## src/rtl/pipe_hazard_ctrl.sv

```systemverilog
// pipe_hazard_ctrl: hazard and redirect controller for the 5-stage pipeline.
// Drives the IF stall, the ID/EX bubble and the IF/ID, ID/EX and EX/MEM flushes.
// A short squash window covers the extra wrong-path fetch that the registered IF
// output leaves behind after a MEM-stage redirect. A debug halt/resume sequence is
// also handled here.
// Optional feature: define HAZARD_PERF_EN to add the Stall_cnt/Flush_cnt counters.
module pipe_hazard_ctrl #(
    parameter int unsigned SQUASH_EXTRA = 1
) (
    input  logic        Clk,
    input  logic        Clr,
    input  logic [4:0]  ID_Rs,
    input  logic [4:0]  ID_Rt,
    input  logic        ID_UseRs,
    input  logic        ID_UseRt,
    input  logic        EX_MemRead,
    input  logic [4:0]  EX_Rt,
    input  logic        MEM_PCSrc,
    input  logic        Halt_req,
    input  logic        Resume,
    output logic        stall,
    output logic        IDEX_Bubble,
    output logic        Flush_IFID,
    output logic        Flush_IDEX,
    output logic        Flush_EXMEM,
    output logic [1:0]  State
`ifdef HAZARD_PERF_EN
    ,
    output logic [31:0] Stall_cnt,
    output logic [31:0] Flush_cnt
`endif
);

    typedef enum logic [1:0] {
        RUN    = 2'd0,
        SQUASH = 2'd1,
        HALT   = 2'd2
    } state_t;

    // With zero extra slots the redirect cycle alone is enough and SQUASH is never entered.
    localparam bit         SQ_EN     = (SQUASH_EXTRA != 0);
    localparam logic [2:0] SQ_RELOAD = SQ_EN ? 3'(SQUASH_EXTRA - 1) : 3'd0;

    state_t     state;
    state_t     state_next;
    logic [2:0] sq_cnt;
    logic [2:0] sq_cnt_next;
    logic       pend;
    logic       pend_next;
    logic       lu;
    logic       rs_hit;
    logic       rt_hit;

    // Load-use detection: a load in EX feeding a register the ID instruction reads.
    always_comb begin
        rs_hit = ID_UseRs && (ID_Rs == EX_Rt);
        rt_hit = ID_UseRt && (ID_Rt == EX_Rt);
        lu     = EX_MemRead && (EX_Rt != 5'd0) && (rs_hit || rt_hit);
    end

    // State register with squash counter and pending-redirect flag.
    always_ff @(posedge Clk) begin
        if (Clr) begin
            state  <= RUN;
            sq_cnt <= 3'd0;
            pend   <= 1'b0;
        end else begin
            state  <= state_next;
            sq_cnt <= sq_cnt_next;
            pend   <= pend_next;
        end
    end

    // Next-state logic: redirect outranks halt entry, which outranks everything else.
    always_comb begin
        state_next  = state;
        sq_cnt_next = sq_cnt;
        pend_next   = pend;
        case (state)
            RUN: begin
                if (MEM_PCSrc) begin
                    if (SQ_EN) begin
                        state_next  = SQUASH;
                        sq_cnt_next = SQ_RELOAD;
                    end
                end else if (Halt_req) begin
                    state_next = HALT;
                    pend_next  = 1'b0;
                end
            end
            SQUASH: begin
                if (MEM_PCSrc) begin
                    sq_cnt_next = SQ_RELOAD;
                end else if (sq_cnt == 3'd0) begin
                    if (Halt_req) begin
                        state_next = HALT;
                        pend_next  = 1'b0;
                    end else begin
                        state_next = RUN;
                    end
                end else begin
                    sq_cnt_next = sq_cnt - 3'd1;
                end
            end
            HALT: begin
                if (MEM_PCSrc) begin
                    pend_next = 1'b1;
                end else if (Resume) begin
                    if (pend && SQ_EN) begin
                        state_next  = SQUASH;
                        sq_cnt_next = SQ_RELOAD;
                    end else begin
                        state_next = RUN;
                    end
                    pend_next = 1'b0;
                end
            end
            default: begin
                state_next  = RUN;
                sq_cnt_next = 3'd0;
                pend_next   = 1'b0;
            end
        endcase
    end

    // Mealy outputs: reset forces a full flush, a redirect flushes everything and lets the PC load.
    always_comb begin
        stall       = 1'b0;
        IDEX_Bubble = 1'b0;
        Flush_IFID  = 1'b0;
        Flush_IDEX  = 1'b0;
        Flush_EXMEM = 1'b0;
        if (Clr || MEM_PCSrc) begin
            Flush_IFID  = 1'b1;
            Flush_IDEX  = 1'b1;
            Flush_EXMEM = 1'b1;
        end else begin
            case (state)
                RUN: begin
                    stall       = lu;
                    IDEX_Bubble = lu;
                end
                SQUASH: begin
                    Flush_IFID = 1'b1;
                end
                HALT: begin
                    stall       = 1'b1;
                    IDEX_Bubble = 1'b1;
                end
                default: begin
                    stall = 1'b0;
                end
            endcase
        end
    end

    assign State = state;

`ifdef HAZARD_PERF_EN
    logic [31:0] stall_cnt;
    logic [31:0] flush_cnt;

    // Saturating counters of stalled cycles and redirect cycles.
    always_ff @(posedge Clk) begin
        if (Clr) begin
            stall_cnt <= 32'd0;
            flush_cnt <= 32'd0;
        end else begin
            if (stall && (stall_cnt != 32'hFFFF_FFFF)) begin
                stall_cnt <= stall_cnt + 32'd1;
            end
            if (MEM_PCSrc && (flush_cnt != 32'hFFFF_FFFF)) begin
                flush_cnt <= flush_cnt + 32'd1;
            end
        end
    end

    assign Stall_cnt = stall_cnt;
    assign Flush_cnt = flush_cnt;
`endif

endmodule

```

## config.mk

```make
export PLATFORM = sky130hd
export DESIGN_NAME = pipe_hazard_ctrl
export DESIGN_NICKNAME = d
export VERILOG_FILES = /design/src/rtl/pipe_hazard_ctrl.sv
export SDC_FILE = /design/constraint.sdc
export NUM_CORES = 1
export LEC_CHECK = 0
export ABC_AREA = 1
export BUFFER_PORTS_ARGS = -buffer_cell sky130_fd_sc_hd__clkbuf_2
export CAP_MARGIN = 20
export CORE_MARGIN = 2
export CORE_UTILIZATION = 45
export DETAILED_ROUTE_END_ITERATION = 7
export PLACE_DENSITY_LB_ADDON = 0.1
export SYNTH_ARGS = -nofsm -noshare
export SYNTH_HDL_FRONTEND = slang
export SYNTH_SLANG_ARGS = --single-unit
```

## constraint.sdc

```tcl
create_clock -name Clk -period 1.71 [get_ports Clk]
set_clock_uncertainty 0.2 [all_clocks]
set_input_delay 0.171 -clock Clk [delete_from_list [all_inputs] [get_ports Clk]]
set_output_delay 0.171 -clock Clk [all_outputs]
set_load 0.02 [all_outputs]
```

# Word-level counts from Yosys, hierarchy flattened
# Index checks and enable logic that the tools add are counted.
# totals
inputBits,23
wordCells,58
reg_bits,6
# op_classes
n_eq_ne,14
mux,28
n_addsub,1
n_reduce_logical,12
# ops
op,count
$mux W3,6
$mux W2,7
$ne A2 B2 Y1 const B,7
$mux W1,11
$eq A5 B5 Y1,2
$reduce_and A5 Y1,2
$ne A3 B3 Y1 const B,3
$pmux W3 S3,1
$pmux W2 S3,1
$reduce_bool A5 Y1,1
$logic_and A1 B1 Y1,4
$reduce_and A4 Y1,1
$logic_not A3 Y1,1
$pmux W1 S3,1
$sub A3 B1 Y3 const B,1
$eq A2 B1 Y1 const B,1
$eq A2 B2 Y1 const B,1
$logic_not A2 Y1,1
$logic_or A1 B1 Y1,2
$pmux W1 S2,1

# Depth between registers and ports, before layout
# logic_depth
ltp_word,6
ltp_mapped,10

# Worst setup path after synthesis
# No wires, ideal clock.
# synth_path
path_kind,reg2out
start,"reg state[1], in the netlist State[1]"
end,out stall
path_stages_with_launch,6
arrival_ns,1.407
slack_ns,-0.068
path_buffers,1
cell_sequence,dfxtp_1 inv_2 nor2_4 inv_1 a21oi_1 buf_4
# synth_via
elab_chain_cells,3
elab_cells_between_ends,4
classes_between,eq/ne: 1; mux: 2; reduce/logical: 1
# synth_rtl
element,line,source
start: declaration,44,state_t state;
start signal: assignment,68,state <= state_next;
$eq A2 B2 Y1 or $logic_not A2 Y1 (tied branches),--,
$pmux W1 S2 (*),--,
$mux W1 (*),--,
end: declaration,21,"output logic stall,"
# Every way passes the cells marked *; elsewhere a longest branch is shown, timed or not.

# Worst setup path after layout
# layout_path
start,reg sq_cnt[0]
end,reg sq_cnt[0]
# layout_via
elab_chain_cells,4
elab_cells_between_ends,7
classes_between,add/sub: 1; eq/ne: 1; mux: 3; reduce/logical: 2
# layout_rtl
element,line,source
start: declaration,46,logic [2:0] sq_cnt;
start signal: assignment,69,sq_cnt <= sq_cnt_next;
$sub A3 B1 Y3,102,sq_cnt_next = sq_cnt - 3'd1;
$mux W3,94,end else if (sq_cnt == 3'd0) begin
$mux W3,92,if (MEM_PCSrc) begin
$pmux W3 S3,79,case (state)
# Several ways; a longest one is shown, not always the timed one. The select of a mux whose other input is x is not followed.
# A chain may end at the register's enable or synchronous reset.

==> flow_metrics.py <==
metrics = {
    "layout": {
        "fin_nets": 175,
        "multiInputGateArea_um2": 419,
        "stdcell_area_um2": 847,
        "fillCellCount": 139,
        "num_antenna_cells": 0,
        "seqCellArea_um2": 121,
        "area_delta_synth_final_pct": 28.7,
        "drive_gt1_share_pct": 33.8,
    },
    "place": {
        "place_congestion": 0.816,
        "dp_hpwl_mm": 1.19,
        "port_buffers": 29,
        "dp_slack_ps": 94.0,
        "placed_area_um2": 800,
    },
    "yosys": {
        "syn_inst": 117,
        "syn_nets": 142,
        "avgSynthCellArea_um2": 5.63,
        "ys_seq_area_share_pct": 18.3,
        "yosys_warnings": 0,
        "netlist_area_um2": 658,
        "synth.distinct_cells": 21,
        "synth_seq_cells": 6,
    },
    "floorplanning": {
        "die_area_um2": 1780,
        "die_height_um": 42.2,
        "start_util_pct": 49.3,
        "die_w_um": 42.2,
        "coreArea_um2": 1330,
        "io_pins": 30,
        "rows": 13,
    },
    "timing": {
        "max_freq_mhz": 622,
        "setup-tns-final_ps": 0,
        "finalSetupViolCount": 0,
        "slew_viol_final": 0,
        "fin_crit_sh_pct": 94.1,
        "setup_ws_ps": 102,
        "tightest_slew_ps": 290,
        "slew-limit-headroom_pct": 80.7,
        "rsz0062_at_grt": "no",
        "hold_viol_final": 0,
        "hold_ws_ps": 49.5,
        "period_needed_ps": 1610,
    },
    "hold_path": {
        "hold-path-endpoint": "sq_cnt[1]",
        "hp-start": "Clr",
        "hold_depth": 4,
        "hp-class": "input pin to flop",
    },
    "drt": {
        "avgRoutedWirePerCell_um": 9.09,
        "drt_pass1_iterations": 4,
        "via_per_inst": 4.74,
        "drcViolationCount": 0,
        "vias": 773,
        "drtIter0Drc": 22,
        "antenna_left": 0,
        "routed_wirelength_mm": 1.48,
    },
    "pwr": {
        "finalPower_uw": 702,
        "p_leak_nw": 0.504,
        "p_per_area_nw_per_um2": 829,
        "ir_worst_vdd_v": 0.000774,
    },
    "worst_setup_path": {
        "cp.arrival_ps": 1540,
        "r2r-start": "sq_cnt[0]",
        "crit_path_end_kind": "flop",
        "reg2reg_slack_ps": 100,
        "cp-start-kind": "flop",
        "critPathKind": "flop to flop",
        "cp_data_required_time_ps": 1650,
        "critPathMaxFanout": 6,
        "worstReg2RegEnd": "sq_cnt[0]",
        "ff2ff_path_depth": 9,
    },
    "cts": {
        "cts_tree": "built",
        "cts_htree_levels": 1,
        "root_buffer": "clkbuf_4",
        "clockBufferDepth": 2,
        "cts.sinks": 6,
        "numCtsBuffers": 3,
        "clock_latency_ps": 250,
        "clk_pin_slew_ps": 50,
    },
    "run": {
        "maxCapViolations": 0,
    },
    "global_routing": {
        "grt_start_max_net_pins": 9,
        "antenna_found_initial": 0,
        "grt_use_total_pct": 18.7,
        "grt_pass1_vias": 687,
        "grt-ovfl-total": 0,
        "grt_pass1_wl_mm": 2.64,
    },
    "outcome": {
        "status": "complete, no violations",
    },
}
-- flip-flops by register name, indices dropped and copies added, names as in the netlist --
| signal | flops |
|---|---|
| State | 2 |
| sq_cnt | 3 |
| pend | 1 |
-- where the power goes --
| group | internal [mW] | leakage (nW) | switching [mW] |
|---|---|---|---|
| combinational | 0.146 | 0.440 | 0.224 |
| sequential | 0.175 | 0.0497 | 0.0216 |
| clock | 0.0797 | 0.0138 | 0.0552 |
| total | 0.401 | 0.504 | 0.301 |
-- metal layers --
metal  global-route usage [%]  part of all wire (%)  up-vias
li1                         -                     -      423
met1                     24.9                    47      318
met2                     30.2                    44       32
met3                     6.47                   9.3        0
met4                     1.88                     0        0
met5                        0                     0        -
-- stage by stage --
| step | util (%) | cells |
|---|---|---|
| after global routing | 63.5 | 163 |
| final | 63.5 | 163 |
| after global placement | 59.9 | 158 |
| after CTS | 62.4 | 162 |
| after detailed placement | 59.9 | 158 |
| after floorplan | - | 117 |
-- area by class of cell --
type / instances / share of cell area [%]
Multi-Input combinational cell: 82 / 49.5
Tap cell: 15 / 2.22
Sequential cell: 6 / 14.3
Clock buffer: 3 / 2.66
Timing Repair Buffer: 31 / 19.2
Inverter: 26 / 12.1
-- layout by cell type, fill, tap and decap left out, types with 2 or more instances in the layout --
master and instances:
nand4_1 3, dfxtp_1 5, inv_2 5, clkbuf_2 29
nor3_1 3, o21ai_2 2, o21ai_1 2, a21oi_1 6
inv_1 20, nand3_1 6, nand2_1 38, nor2_1 10
ha_1 2, clkbuf_4 3, nand2_2 4
-- cell usage after synthesis --
master    instances  area [um^2]
a211oi_1          1         7.51
a21oi_1           7         35.0
buf_4             2         15.0
buf_6             1         11.3
dfxtp_1           6          120
ha_1              2         25.0
inv_1            20         75.1
inv_2             5         18.8
inv_6             1         8.76
nand2_1          39          146
nand2_2           3         18.8
nand3_1           6         30.0
nand3_4           1         17.5
nand4_1           3         18.8
nor2_1           10         37.5
nor2_4            1         11.3
nor3_1            3         15.0
o21ai_1           3         15.0
o21ai_2           1         8.76
o21ai_4           1         16.3
o22ai_1           1         6.26
-- critical path: stages (launching register included) --
cell     delay [ps]
dfxtp_1         330
inv_1            60
ha_1            200
ha_1            190
nand2_2          80
o21ai_2          70
nand2_2          80
nand3_4          90
o21ai_1         140
a21oi_1          60
-- worst max-delay path by stage --
stage,startpoint,to,slack [ps],depth (start not counted)
global placement,sq_cnt[0],sq_cnt[1],160,9
floorplan,State[1],stall,80,5
finish,sq_cnt[0],sq_cnt[0],100,9
detailed placement,sq_cnt[0],sq_cnt[0],90,9
CTS,State[0],IDEX_Bubble,40,4
global route,sq_cnt[0],sq_cnt[0],6,9
-- cells by family (layout without fill, tap and decap cells) --
group                      Yosys count  count (layout)  share of synthesized area [%]
DFF                                  6               6                           18.3
AOI/OAI and AO/OA                   14              14                           13.5
buffers and inverters               29              60                           19.6
and+or+nand+nor                     66              66                           44.9
adders and majority gates            2               2                           3.80
-- timing repair --
item / in CTS / in global routing
hold endpoints to repair: 3 / 0
endpoints found under the setup margin: 0 / 4
setup buffers: 0 / 1
hold buffers: 1 / 0
resized for setup: 0 / 3
Note: power is estimated with default switching activity, not from simulation.
